[config.mk]
export PLATFORM = sky130hd
export DESIGN_NAME = mux_scan
export DESIGN_NICKNAME = d
export VERILOG_FILES = /design/src/rtl/mux_scan.sv
export SDC_FILE = /design/constraint.sdc
export NUM_CORES = 1
export LEC_CHECK = 0
export CAP_MARGIN = 20
export CORE_MARGIN = 2
export CORE_UTILIZATION = 50
export DETAILED_ROUTE_END_ITERATION = 7
export GPL_TIMING_DRIVEN = 0
export PLACE_DENSITY = 0.84
export REMOVE_ABC_BUFFERS = 1
export SLEW_MARGIN = 0
export SYNTH_ARGS = -nofsm -noshare
export SYNTH_HDL_FRONTEND = slang
export SYNTH_SLANG_ARGS = --single-unit
[constraint.sdc]
create_clock -name clk -period 2.15 [get_ports clk]
set_input_delay 0.43 -clock clk [delete_from_list [all_inputs] [get_ports clk]]
set_output_delay 0.43 -clock clk [all_outputs]
set_load 0.1 [all_outputs]
[src/rtl/mux_scan.sv]
// Registered N-channel, W-bit multiplexer with manual select and a dwell-timed
// auto-scanner that steps through the channels, with hold/pause support.
module mux_scan #(
  parameter int WIDTH    = 4,
  parameter int CHANNELS = 4,
  parameter int DWELL    = 50_000_000
) (
  input  logic                                         clk,
  input  logic                                         rst,
  input  logic [CHANNELS*WIDTH-1:0]                    din,
  input  logic                                         mode,
  input  logic [((CHANNELS <= 2) ? 1 : $clog2(CHANNELS))-1:0] sel,
  input  logic                                         hold,
  output logic [WIDTH-1:0]                             y,
  output logic [((CHANNELS <= 2) ? 1 : $clog2(CHANNELS))-1:0] ch,
  output logic                                         tick
);

  localparam int SEL_W = (CHANNELS <= 2) ? 1 : $clog2(CHANNELS);
  localparam int CNT_W = (DWELL <= 1) ? 1 : $clog2(DWELL);
  localparam logic [CNT_W-1:0] CNT_LAST = CNT_W'(DWELL - 1);

  typedef enum logic [1:0] {
    MANUAL = 2'd0,
    SCAN   = 2'd1,
    PAUSE  = 2'd2
  } state_t;

  state_t             state, state_nxt;
  logic [CNT_W-1:0]   cnt, cnt_nxt;
  logic [SEL_W-1:0]   ch_nxt;
  logic               tick_nxt;
  logic               sel_ok;
  logic [WIDTH-1:0]   y_p0;

  // Channel increment with wrap for non-power-of-two channel counts.
  function automatic logic [SEL_W-1:0] wrap_inc(input logic [SEL_W-1:0] c);
    if (int'(c) >= CHANNELS - 1) return '0;
    return c + 1'b1;
  endfunction

  assign sel_ok = (int'(sel) < CHANNELS);

  always_comb begin
    state_nxt = state;
    cnt_nxt   = cnt;
    ch_nxt    = ch;
    tick_nxt  = 1'b0;
    case (state)
      MANUAL: begin
        cnt_nxt = '0;
        if (mode) state_nxt = SCAN;
        else if (sel_ok) ch_nxt = sel;
      end
      SCAN: begin
        if (!mode) begin
          state_nxt = MANUAL;
          cnt_nxt   = '0;
        end else if (hold) begin
          // Pausing wins over an advance due in the same cycle.
          state_nxt = PAUSE;
        end else if (cnt == CNT_LAST) begin
          cnt_nxt  = '0;
          ch_nxt   = wrap_inc(ch);
          tick_nxt = 1'b1;
        end else begin
          cnt_nxt = cnt + 1'b1;
        end
      end
      PAUSE: begin
        if (!mode) begin
          state_nxt = MANUAL;
          cnt_nxt   = '0;
        end else if (!hold) begin
          state_nxt = SCAN;
        end
      end
      default: begin
        state_nxt = MANUAL;
        cnt_nxt   = '0;
      end
    endcase
  end

  always_comb begin
    y_p0 = '0;
    for (int k = 0; k < CHANNELS; k++) begin
      if (int'(ch) == k) y_p0 = din[k*WIDTH +: WIDTH];
    end
  end

  // Stage p0 -> registered outputs
  always_ff @(posedge clk) begin
    if (rst) begin
      state <= MANUAL;
      cnt   <= '0;
      ch    <= '0;
      tick  <= 1'b0;
      y     <= '0;
    end else begin
      state <= state_nxt;
      cnt   <= cnt_nxt;
      ch    <= ch_nxt;
      tick  <= tick_nxt;
      y     <= y_p0;
    end
  end

endmodule

==> flow_metrics.py <==
metrics = {
    "status": {
        "status": "complete, no violations",
    },
    "global_route": {
        "track_usage": 0.195,
        "grt-ovfl-total": 0,
        "antenna_found_initial": 0,
        "first_global_vias": 1498,
        "grt_pass1_wl_um": 6580,
        "grt_max_degree": 25,
    },
    "cells_and_area": {
        "fillers": 300,
        "final_layout_size_suffix_gt1_frac": 0.101,
        "syn2layout_area_growth_pct": 21.1,
        "final_nets": 274,
        "fin_area_mm2": 0.00232,
        "regArea_um2": 701,
        "multiInputGateArea_mm2": 0.00116,
        "insertedDiodeCount": 0,
    },
    "placed_design": {
        "pre_cts_ws_ns": -0.376,
        "place_hpwl_um": 2770,
        "placed_area_mm2": 0.00222,
        "gp_congestion": 0.779,
        "io_buffers": 28,
    },
    "timing": {
        "finalCritPeriodShare": 0.935,
        "worst-slew-pin-transition_ns": 0.965,
        "finalCriticalPeriod_ns": 2.01,
        "maxSlewHeadroom": 0.355,
        "clock.fmax_mhz": 497,
        "tns_ns": 0,
        "rsz0062_at_grt": "no",
        "setup_ws_ns": 0.140,
        "finalHoldViolCount": 0,
        "fin_skew_ns": 0.00300,
        "slew_viol_final": 0,
        "finalSetupViolCount": 0,
    },
    "setup_path": {
        "cp.required_ns": 1.72,
        "cp_slowest_cell": "dlygate4sd2_1",
        "crit_fanout": 6,
        "arrival_ns": 1.58,
        "crit_chain": "dlygate4sd2_1",
        "critPathMaxStageDelay_ns": 0.88,
        "criticalPathCategory": "flip-flop to primary output",
        "cp-end-kind": "primary output",
        "critical-path-top-delay-family": "buffers and inverters",
        "start_kind": "flip-flop",
        "cp_num_buf_inv": 1,
    },
    "detailed_routing": {
        "firstDrtPassIters": 4,
        "totalWireLength_um": 3730,
        "via_count": 1609,
        "ant_nets": 0,
        "avgViaCountPerCell": 5.45,
        "drcViolationCount": 0,
        "drt_iter0_drc": 96,
        "wl_per_cell_um": 12.7,
    },
    "logic_synthesis": {
        "synth_edf_count": 0,
        "avgSynthCellArea_um2": 8.74,
        "synth_top_family_by_area": "simple AND/OR/NAND/NOR gates",
        "synth_xor_area_frac": 0.105,
        "synth.area.mux_share": 0.0157,
        "async_reset_ff_frac": 0,
        "ys_ff_latch": 35,
        "synth_top_cells_by_count": "dfxtp_1, nor2_1, xnor2_1",
        "synth_cells": 219,
        "synth_fa_ha_area_frac": 0.0327,
        "seq_area_frac_synth": 0.366,
        "ys_top_cells_by_area": "dfxtp_1, xnor2_1, nor2_1, nor3_1, xor2_1",
        "syn_area_mm2": 0.00191,
        "synth_compound_gate_area_share": 0.0739,
        "synth-simple-area-share": 0.377,
        "yosys.area.top_type_share": 0.366,
        "ys_types": 43,
        "yosysMostFrequentCell": "dfxtp_1",
        "yosysWarnings": 0,
        "synth-main-ff-cell": "dfxtp_1",
        "yosysTopAreaCell": "dfxtp_1",
    },
    "die": {
        "initial_utilization": 0.523,
        "core-area_mm2": 0.00366,
        "die_h_um": 65.9,
        "die_width_um": 65.9,
        "row_count": 22,
        "io_pins": 29,
        "die-area_mm2": 0.00434,
    },
    "clock_tree": {
        "cts_tree": "built",
        "numCtsBuffers": 5,
        "cts_setup_buffers": 0,
        "cts_hold_buffers": 0,
        "post_cts_resized": 5,
        "root_buffer": "clkbuf_8",
        "clk_path_buf_depth": 2,
        "clk_pin_slew_ns": 0.06,
        "insertion_delay_ns": 0.28,
        "htreeDepth": 2,
        "cts.sinks": 35,
    },
    "flow_run": {
        "cap_viol_max_count": 0,
    },
    "pwr": {
        "p_per_area_mw_per_mm2": 598,
        "p_leak_nw": 0.863,
        "peakVddDrop_mv": 0.456,
        "totalPowerFinal_w": 0.00138,
    },
    "worst_hold_path": {
        "min_path_type": "flip-flop to flip-flop",
    },
}
state kept, by name, indices dropped and copies added, names as in the netlist:
register,flops
state,2
cnt,26
ch,2
y,4
tick,1
kinds of logic after synthesis:
kind of cell / Yosys count
and+or+nand+nor: 118
AOI/OAI and AO/OA: 22
muxes: 3
adders and majority gates: 5
buffers and inverters: 13
DFF: 35
xor gates and xnor gates: 23
layout make-up:
cell class | instances | share of cell area
multi-input combinational | 171 | 0.502
sequential | 35 | 0.303
timing repair buffer | 28 | 0.122
clock buffer | 6 | 0.0357
tap | 48 | 0.0259
inverter | 6 | 0.00972
clock inverter | 1 | 0.00216
power breakdown:
part / internal [W] / switching, W / total, W
Combinational: 0.0000884 / 0.000159 / 0.000247
Sequential: 0.000663 / 0.0000110 / 0.000674
Clock: 0.000251 / 0.000212 / 0.000462
stage by stage:
step	hold WS, ns	instances	utilization
6_report	0.518	295	0.633
5_1_grt	0.567	295	0.633
4_1_cts	0.528	295	0.630
3_5_place_dp	0.513	288	0.606
3_3_place_gp	0.489	288	0.606
2_1_floorplan	0.472	212	-
final timing paths:
path                                            start             endpoint  slack [ns]  cells after the start
worst min register to register    cnt[1]$_SDFFE_PP0P_  cnt[1]$_SDFFE_PP0P_        0.52                      2
worst min-delay path              cnt[1]$_SDFFE_PP0P_  cnt[1]$_SDFFE_PP0P_        0.52                      2
worst max-delay path               ch[0]$_SDFFE_PP0P_                ch[0]        0.14                      1
worst max register to register  state[0]$_SDFFE_PP0P_  cnt[2]$_SDFFE_PP0P_        0.36                      5
per-layer routing:
layer	GRT usage	wire, um	vias up
li1	-	-	836
met1	0.260	1870	741
met2	0.301	1660	25
met3	0.0562	159	7
met4	0.0703	46	0
met5	0	0	-
cell usage in the layout (no fill, tap or decap), drive strengths merged, types with 4 or more instances in the layout:
cell type      netlist  routed
nor3                16      16
xnor2               15      15
nor2                35      35
ha                   5       5
and2                 4       4
inv                  6       6
dfxtp               35      35
a21oi                9       9
xor2                 8       8
dlygate4sd2          0       4
clkbuf               1       6
and3                 4       4
nor2b                6       6
nand2               11      11
nand3                8       8
clkdlybuf4s50        0      21
nor4                 8       8
and4                 6       6
nand4               11      11
No activity file was read; power rests on OpenSTA's default activity.
